$ cat config.mk
export PLATFORM = sky130hd
export DESIGN_NAME = reset_seq
export DESIGN_NICKNAME = d
export VERILOG_FILES = /design/src/rtl/reset_seq.sv
export SDC_FILE = /design/constraint.sdc
export NUM_CORES = 1
export LEC_CHECK = 0
export CORE_MARGIN = 2
export CORE_UTILIZATION = 58
export CTS_BUF_LIST = sky130_fd_sc_hd__clkbuf_8
export CTS_CLUSTER_SIZE = 25
export DETAILED_ROUTE_END_ITERATION = 7
export PLACE_DENSITY = 0.83
export SYNTH_ARGS = -nofsm -noshare
export SYNTH_HDL_FRONTEND = slang
export SYNTH_SLANG_ARGS = --single-unit
$ cat constraint.sdc
create_clock -name clk -period 2.5 [get_ports clk]
set_input_delay 0.5 -clock clk [delete_from_list [all_inputs] [get_ports clk]]
set_output_delay 0.5 -clock clk [all_outputs]
set_load 0.01 [all_outputs]
$ cat src/rtl/reset_seq.sv
// Staged reset sequencer. It holds N_STAGES active-low resets low after any reset cause
// (rst, debounced button or soft_req), then releases them in index order.
module reset_seq #(
  parameter int HOLD_CYCLES     = 8,
  parameter int N_STAGES        = 2,
  parameter int STAGE_GAP       = 4,
  parameter int DEBOUNCE_CYCLES = 16
) (
  input  logic                clk,
  input  logic                rst,
  input  logic                btn_n,
  input  logic                soft_req,
  output logic [N_STAGES-1:0] resetn,
  output logic                busy,
  output logic [1:0]          rst_cause,
  output logic [7:0]          rst_count
);

  localparam int HW = $clog2(HOLD_CYCLES + 1);
  localparam int GW = $clog2(STAGE_GAP + 1);
  localparam int DW = $clog2(DEBOUNCE_CYCLES + 1);

  localparam logic [HW-1:0] HOLD_LAST = HW'(HOLD_CYCLES - 1);
  localparam logic [GW-1:0] GAP_LAST  = GW'(STAGE_GAP - 1);
  localparam logic [DW-1:0] DB_LAST   = DW'(DEBOUNCE_CYCLES - 1);
  localparam logic [DW-1:0] DB_SAT    = DW'(DEBOUNCE_CYCLES);

  localparam logic [1:0] CAUSE_RST  = 2'd0;
  localparam logic [1:0] CAUSE_BTN  = 2'd1;
  localparam logic [1:0] CAUSE_SOFT = 2'd2;

  if (HOLD_CYCLES < 1) begin : g_bad_hold
    $error("reset_seq: HOLD_CYCLES must be >= 1");
  end
  if (N_STAGES < 1) begin : g_bad_stages
    $error("reset_seq: N_STAGES must be >= 1");
  end
  if (STAGE_GAP < 1) begin : g_bad_gap
    $error("reset_seq: STAGE_GAP must be >= 1");
  end
  if (DEBOUNCE_CYCLES < 1) begin : g_bad_debounce
    $error("reset_seq: DEBOUNCE_CYCLES must be >= 1");
  end

  typedef enum logic [1:0] {
    S_HOLD    = 2'd0,
    S_RELEASE = 2'd1,
    S_RUN     = 2'd2
  } state_t;

  state_t              r_state;
  logic [HW-1:0]       r_hold_cnt;
  logic [GW-1:0]       r_gap_cnt;
  logic [N_STAGES-1:0] r_resetn;
  logic                r_busy;
  logic [1:0]          r_cause;
  logic [7:0]          r_count;
  logic                r_sync1;
  logic                r_sync2;
  logic [DW-1:0]       r_db_cnt;
  logic                r_latch;

  state_t              w_state_nxt;
  logic [HW-1:0]       w_hold_nxt;
  logic [GW-1:0]       w_gap_nxt;
  logic [N_STAGES-1:0] w_resetn_nxt;
  logic [1:0]          w_cause_nxt;
  logic [7:0]          w_count_nxt;
  logic [DW-1:0]       w_db_nxt;
  logic                w_latch_nxt;
  logic                w_pressed;
  logic                w_btn_evt;
  logic                w_trig;
  logic                w_hold_en;

  // A press event fires once per press; the latch blocks refiring until release.
  assign w_pressed = ~r_sync2;
  assign w_btn_evt = w_pressed & ~r_latch & (r_db_cnt == DB_LAST);
  assign w_trig    = w_btn_evt | soft_req;
  assign w_hold_en = ~(r_latch & w_pressed);

  always_comb begin
    // NOTE: every combinational output gets a default first, so no latch can infer.
    w_db_nxt    = r_db_cnt;
    w_latch_nxt = r_latch;
    if (!w_pressed) begin
      w_db_nxt    = '0;
      w_latch_nxt = 1'b0;
    end else begin
      if (r_db_cnt != DB_SAT) w_db_nxt = r_db_cnt + 1'b1;
      if (w_btn_evt)          w_latch_nxt = 1'b1;
    end
  end

  always_comb begin
    w_state_nxt  = r_state;
    w_hold_nxt   = r_hold_cnt;
    w_gap_nxt    = r_gap_cnt;
    w_resetn_nxt = r_resetn;
    w_cause_nxt  = r_cause;
    w_count_nxt  = r_count;

    unique case (r_state)
      S_HOLD: begin
        w_resetn_nxt = '0;
        if (!w_hold_en) begin
          w_hold_nxt = '0;
        end else if (r_hold_cnt == HOLD_LAST) begin
          w_hold_nxt      = '0;
          w_gap_nxt       = '0;
          w_resetn_nxt[0] = 1'b1;
          w_state_nxt     = (N_STAGES == 1) ? S_RUN : S_RELEASE;
        end else begin
          w_hold_nxt = r_hold_cnt + 1'b1;
        end
      end
      S_RELEASE: begin
        if (r_gap_cnt == GAP_LAST) begin
          // Releases happen in index order, so the next bit shifts in as a thermometer.
          w_gap_nxt    = '0;
          w_resetn_nxt = N_STAGES'({r_resetn, 1'b1});
          if (&w_resetn_nxt) w_state_nxt = S_RUN;
        end else begin
          w_gap_nxt = r_gap_cnt + 1'b1;
        end
      end
      S_RUN: ;
      default: begin
        w_state_nxt  = S_HOLD;
        w_hold_nxt   = '0;
        w_resetn_nxt = '0;
      end
    endcase

    // A trigger in any state restarts the whole sequence; the button wins a tie.
    if (w_trig) begin
      w_state_nxt  = S_HOLD;
      w_hold_nxt   = '0;
      w_gap_nxt    = '0;
      w_resetn_nxt = '0;
      w_cause_nxt  = w_btn_evt ? CAUSE_BTN : CAUSE_SOFT;
      if (r_count != 8'hFF) w_count_nxt = r_count + 1'b1;
    end
  end

  always_ff @(posedge clk or posedge rst) begin
    if (rst) begin
      r_state    <= S_HOLD;
      r_hold_cnt <= '0;
      r_gap_cnt  <= '0;
      r_resetn   <= '0;
      r_busy     <= 1'b1;
      r_cause    <= CAUSE_RST;
      r_count    <= '0;
      r_sync1    <= 1'b1;
      r_sync2    <= 1'b1;
      r_db_cnt   <= '0;
      r_latch    <= 1'b0;
    end else begin
      // NOTE: non-blocking assignments keep every register sampling pre-edge values.
      r_state    <= w_state_nxt;
      r_hold_cnt <= w_hold_nxt;
      r_gap_cnt  <= w_gap_nxt;
      r_resetn   <= w_resetn_nxt;
      r_busy     <= ~&w_resetn_nxt;
      r_cause    <= w_cause_nxt;
      r_count    <= w_count_nxt;
      r_sync1    <= btn_n;
      r_sync2    <= r_sync1;
      r_db_cnt   <= w_db_nxt;
      r_latch    <= w_latch_nxt;
    end
  end

  assign resetn    = r_resetn;
  assign busy      = r_busy;
  assign rst_cause = r_cause;
  assign rst_count = r_count;

endmodule

==> run_results.csv, run 1 <==
group,metric,value,unit
run_status,status,"finished clean",
global_routing,grt.total_usage,23.02,%
final_layout,drive_gt1_share,12.43,%
timing,fin_tns_setup,0,ns
clock_network,worstSkewPairLatency,0.29,ns
synthesis,syn-cell-area,1573,um^2
worst_setup_path,required,2.70,ns
final_layout,mostFrequentLayoutCells,"27 x dfrtp_1, 16 x clkdlybuf4s50_1, 15 x nor2_1",
timing,finalCriticalPeriod,2.153,ns
worst_setup_path,setup.worst_path.end_class,"flop",
floorplanning,core_area,2522,um^2
clock_network,postCtsHoldBufs,0,
final_layout,multi_input_area,749.5,um^2
clock_network,h-tree-depth,2,
final_layout,antenna_cells,0,
placement,gp_congestion,0.8172,
final_layout,final_common_cell,"dfrtp_1",
floorplanning,rows,18,
timing,finalCritPeriodShare,86.11,%
synthesis,ys_seq_area_share,47.97,%
routing,drc,0,
routing,avgRoutedWirePerCell,15.99,um
synthesis,syn_inst,148,
worst_setup_path,cp_slowest_stage_delay,0.42,ns
synthesis,async_flop_share,100.0,%
clock_network,clkSinkCount,30,
timing,fin_worst_skew,0.007343,ns
clock_network,clkSlewWorstSetupHoldPaths,0.06,ns
floorplanning,die_area,3144,um^2
timing,worst_slack,0.3473,ns
placement,dp_hpwl,2283,um
power,p_leak,0.8107,nW
timing,finalHoldWorstSlack,0.3605,ns
timing,fmax,0.4645,GHz
global_routing,grt_pass1_wl,5602,um
routing,firstDrtPassIters,4,
worst_setup_path,critPathArrivalTime,2.35,ns
synthesis,yosysWarnings,0,
placement,port_buffers,16,
clock_network,cts_buffer_depth,2,
timing,rsz0062_at_grt,"false",
global_routing,grt-ovfl-total,0,
min_path,hold_class,"flop to flop",
worst_setup_path,critPathMaxFanout,11,
global_routing,grt_pass1_vias,1227,
worst_setup_path,path_cells,"ha_1 -> and3_1 -> ha_1 -> nor3b_4 -> or2_2 -> a311oi_1 -> nand2b_1",
clock_network,postCtsSetupBuffers,0,
timing,hold_viol,0,
clock_network,cts_tree,"built",
synthesis,synthFlopType,"dfrtp_1",
timing,slew_viol_final,0,
global_routing,antenna_found_initial,0,
routing,drtIter0Drc,43,
worst_setup_path,startpoint_type,"flop",
timing,tightest_slew,0.5320,ns
clock_network,clock-root-buffer,"clkbuf_8",
floorplanning,die_x,56.08,um
global_routing,grt_max_degree,31,
final_layout,area_growth,18.46,%
timing,setup_viol,0,
run,maxCapViolCount,0,
placement,place_ws,0.3858,ns
synthesis,ys_ff_latch,30,
floorplanning,ios,17,
timing,max_slew_margin,64.44,%
power,ir_worst_vdd,943.8,uV
final_layout,final_nets,182,
synthesis,synth_area_per_cell,10.63,um^2
final_layout,seq_area,754.5,um^2
routing,vias,1163,
routing,routed_wl,3183,um
synthesis,synth_fp_nets,162,
final_layout,fill_cells,176,
clock_network,cts_resized,0,
floorplanning,start_util,62.35,%
power,p_per_area,806.7,nW/um^2
worst_setup_path,crit_slowest_cell,"dfrtp_1",
clock_network,cts_inserted_buffers,5,
routing,final_antenna_net_count,0,
worst_setup_path,critPathKind,"flop to flop",
synthesis,synth.distinct_cells,45,
worst_setup_path,crit_path_frequent_cell,"ha_1",
floorplanning,die_h,56.08,um
synthesis,synth_edf_count,0,
routing,vias_per_cell,5.844,
==> Yosys cell counts (3+ instances only) <==
cell,instances,area [um^2]
a21oi_1,9,45.04
a31oi_1,3,18.77
dfrtp_1,27,675.7
dfstp_2,3,78.83
ha_1,10,125.1
inv_1,12,45.04
nand2_1,6,22.52
nand3_1,5,25.02
nor2_1,15,56.30
nor3_1,3,15.01
nor4b_2,3,45.04
o21ai_0,3,15.01
xnor2_1,5,43.79
xor2_1,3,26.28
==> registers in the layout, summed over array words and instances (netlist names) <==
register    count
r_hold_cnt      4
r_latch         1
busy            1
r_sync1         1
r_sync2         1
r_gap_cnt       3
r_db_cnt        5
rst_cause       2
r_state         2
resetn          2
rst_count       8
==> worst max-delay path: cells and delay by family, from the launching register on <==
kind / cells / cell delay [ns]
fa+ha+maj: 2 / 0.40
flops: 1 / 0.42
compound gates: 1 / 0.38
simple gates: 4 / 0.87
==> final timing paths <==
path	from	endpoint	slack, ns	cells after the start
min in group asynchronous	rst	rst_count[3]	0.59	3
max	r_db_cnt[1]	busy	0.35	7
max reg2reg	r_db_cnt[1]	busy	0.35	7
min	r_sync1	r_sync2	0.36	0
max in group asynchronous	rst	busy	1.59	3
min reg2reg	r_sync1	r_sync2	0.36	0
==> report_power, final <==
| part | internal, W | leakage, nW | switching, W |
|---|---|---|---|
| Combinational | 0.000202 | 0.370 | 0.000173 |
| Sequential | 0.000562 | 0.383 | 0.0000891 |
| Clock | 0.000293 | 0.0579 | 0.000184 |
| Total | 0.00106 | 0.811 | 0.000446 |
==> per-stage QoR <==
stage                     instance area (um^2)  util [%]  std cells  total power (W)
after global placement                    1754     69.54        191         0.001002
final                                     1863     73.86        199         0.001503
after global routing                      1863     73.86        199         0.001586
after detailed placement                  1754     69.54        191         0.001026
after floorplan                           1573         -        148        0.0008366
after CTS                                 1863     73.86        199         0.001509
==> cell families after synthesis <==
family	count (synthesis)	share of synthesized area (%)
mux	5	3.421
flops	30	47.97
simple gates	51	19.73
buf+inv	16	4.375
compound gates	28	12.09
xor+xnor	8	4.455
fa+ha+maj	10	7.955
==> layout make-up <==
cell class	count	area share, %
Sequential cell	30	40.50
Multi-Input combinational cell	102	40.23
Timing Repair Buffer	17	8.999
Clock buffer	5	3.694
Inverter	12	2.418
Clock inverter	3	2.149
Tap cell	30	2.015
==> layer usage <==
layer | vias to the layer above | global-route usage [%] | wire length [um]
met5 | - | 0 | 0
met1 | 570 | 28.64 | 1426
met4 | 0 | 11.56 | 70
met3 | 10 | 6.744 | 116
li1 | 557 | - | -
met2 | 26 | 36.30 | 1569
Power figures use the tool's default switching activity.
==> inputs of run 2 (changes only) <==
--- a/config.mk
+++ b/config.mk
@@ -14,3 +14,4 @@
 export SYNTH_ARGS = -nofsm -noshare
 export SYNTH_HDL_FRONTEND = slang
 export SYNTH_SLANG_ARGS = --single-unit
+export TNS_END_PERCENT = 30
==> constraint.sdc (replaced) <==
create_clock -name clk -period 2 [get_ports clk]
set_input_delay 0.4 -clock clk [delete_from_list [all_inputs] [get_ports clk]]
set_output_delay 0.4 -clock clk [all_outputs]
set_load 0.01 [all_outputs]
==> run 2 against run 1 <==
  * Via count is 3.1% higher
  * Largest cell class is now multi-input gates
  * First-iteration DRC count is 12% lower
  * Hold slack better by 0.00067 ns
  * Final cell count is 3.5% higher
  * Routed wire length is 1.0% higher
  * Critical path type unchanged
  * Clock skew is 0.0028 ns higher
  * Global-route usage is 0.99 points lower
==> run_results.csv, run 2 (synthesized netlist as in run 1, its figures left out) <==
group,metric,value,unit
run_status,status,"finished clean",
clock_network,clkSinkCount,30,
routing,highest_layer,"met4",
floorplanning,die_area,3144,um^2
routing,vias_per_cell,5.820,
timing,rsz0062_at_grt,"true",
min_path,hold_class,"flop to flop",
final_layout,utilization,78.37,%
placement,dp_hpwl,2211,um
timing,tightest_slew,0.4942,ns
worst_setup_path,reg2reg_slack,0.09,ns
timing,slew_viol_final,0,
routing,met3_length,134,um
clock_network,cts_tree,"built",
final_layout,final_common_cell,"dfrtp_1",
final_layout,mostFrequentLayoutCells,"27 x dfrtp_1, 16 x clkdlybuf4s50_1, 15 x nor2_1",
routing,final_antenna_net_count,0,
placement,placed_cell_area,1784,um^2
final_layout,area_growth,25.70,%
global_routing,grt-ovfl-total,0,
timing,setup_viol,0,
worst_setup_path,critPathMaxFanout,7,
global_routing,grt.total_usage,22.03,%
worst_setup_path,setup.worst_path.end_class,"flop",
floorplanning,core_area,2522,um^2
routing,m1WireLength,1385,um
global_routing,grt_pass1_wl,5382,um
clock_network,clock-root-buffer,"clkbuf_8",
floorplanning,start_util,62.35,%
clock_network,clkSlewWorstSetupHoldPaths,0.07,ns
floorplanning,rows,18,
final_layout,fill_cells,157,
clock_network,cts_buffer_depth,2,
final_layout,antenna_cells,0,
global_routing,grt_pass1_vias,1185,
final_layout,finish.instance_area,1977,um^2
global_routing,antenna_found_initial,0,
clock_network,cts_inserted_buffers,5,
timing,finalCritPeriodShare,95.54,%
timing,hold_viol,0,
routing,firstDrtPassIters,4,
floorplanning,die_x,56.08,um
worst_setup_path,required,2.21,ns
routing,routed_wl,3215,um
power,ir_worst_vdd,1047,uV
global_routing,grt_max_degree,31,
power,p_per_area,966.2,nW/um^2
floorplanning,ios,17,
final_layout,drive_gt1_share,18.18,%
final_layout,largest_reg_flops,8,
worst_setup_path,startpoint_type,"flop",
worst_setup_path,critPathKind,"flop to flop",
routing,wl_met2,1672,um
timing,max_slew_margin,66.96,%
floorplanning,die_h,56.08,um
placement,gp_congestion,0.7848,
timing,fin_worst_skew,0.01011,ns
final_layout,final_nets,189,
timing,finalCriticalPeriod,1.911,ns
clock_network,worstSkewPairLatency,0.28,ns
routing,avgRoutedWirePerCell,15.61,um
placement,port_buffers,16,
routing,drc,0,
timing,fmax,0.5233,GHz
clock_network,h-tree-depth,2,
routing,vias,1199,
routing,drtIter0Drc,38,
worst_setup_path,critPathArrivalTime,2.12,ns
power,p_leak,0.8595,nW
run,maxCapViolCount,0,
## run 2: cell count changes in the layout (fill, tap and decap cells not counted), sizes merged
cell	change
inv	+1
buf	+7
clkinv	-2
clkbuf	+1
## run 2: power breakdown
part           internal, W  switching (W)  leakage, nW
Clock             0.000401       0.000220       0.0626
Combinational     0.000262       0.000214        0.414
Sequential        0.000702       0.000111        0.383
## run 2: layout make-up
cell class | count | area [um^2] | area share (%)
Inverter | 12 | 45.04 | 2.278
Timing Repair Buffer | 24 | 224.0 | 11.33
Clock buffer | 6 | 82.58 | 4.177
Clock inverter | 2 | 33.78 | 1.709
Multi-Input combinational cell | 102 | 799.5 | 40.44
Tap cell | 30 | 37.54 | 1.899
Sequential cell | 30 | 754.5 | 38.16
## run 2: final timing paths
| kind | start | end | cells after the start |
|---|---|---|---|
| max in group asynchronous | rst | r_sync2 | 3 |
| setup reg to reg | r_db_cnt[1] | busy | 7 |
| min in group asynchronous | rst | rst_count[2] | 3 |
| hold / removal | r_sync1 | r_sync2 | 0 |
| hold reg to reg | r_sync1 | r_sync2 | 0 |
| setup / recovery | r_db_cnt[1] | busy | 7 |
## run 2: per-stage QoR
| stage | setup TNS (ns) | hold WS [ns] | worst slack (ns) | total power, W | instances |
|---|---|---|---|---|---|
| 4_1_cts | 0 | 0.3617 | 0.007058 | 0.001918 | 204 |
| 3_3_place_gp | 0 | 0.3480 | 0.05471 | 0.001260 | 195 |
| 5_1_grt | -0.06355 | 0.3679 | -0.05332 | 0.002023 | 206 |
| 6_report | 0 | 0.3611 | 0.08910 | 0.001910 | 206 |
| 2_1_floorplan | 0 | 0.3452 | 0.06706 | 0.001046 | 148 |
| 3_5_place_dp | -0.03427 | 0.3484 | -0.02707 | 0.001283 | 195 |
## run 2: repair_timing
item	4_1_cts	5_1_grt
gates resized for setup	3	6
hold buffers	0	0
pin swaps	1	4
setup endpoints to repair	4	7
setup buffers	1	2
## run 2: metal layers
| layer | GRT usage, % | vias up |
|---|---|---|
| met4 | 7.483 | 0 |
| met2 | 36.13 | 31 |
| met1 | 27.10 | 590 |
| met3 | 7.442 | 4 |
| met5 | 0 | - |
| li1 | - | 574 |
## run 2: critical path, stage by stage, from the launching register on
cell      delay [ns]
dfrtp_1         0.42
ha_4            0.18
and3_4          0.18
ha_4            0.15
nor3b_4         0.16
or2_2           0.36
a311oi_2        0.31
nand2b_1        0.08
==> inputs of run 3 (changes only) <==
--- a/config.mk
+++ b/config.mk
@@ -10,6 +10,7 @@
 export CTS_BUF_LIST = sky130_fd_sc_hd__clkbuf_8
 export CTS_CLUSTER_SIZE = 25
 export DETAILED_ROUTE_END_ITERATION = 7
+export GPL_ROUTABILITY_DRIVEN = 0
 export PLACE_DENSITY = 0.83
 export SYNTH_ARGS = -nofsm -noshare
 export SYNTH_HDL_FRONTEND = slang
==> results of run 3 <==
The final DEF is identical to that of run 2; final timing and power are the same.
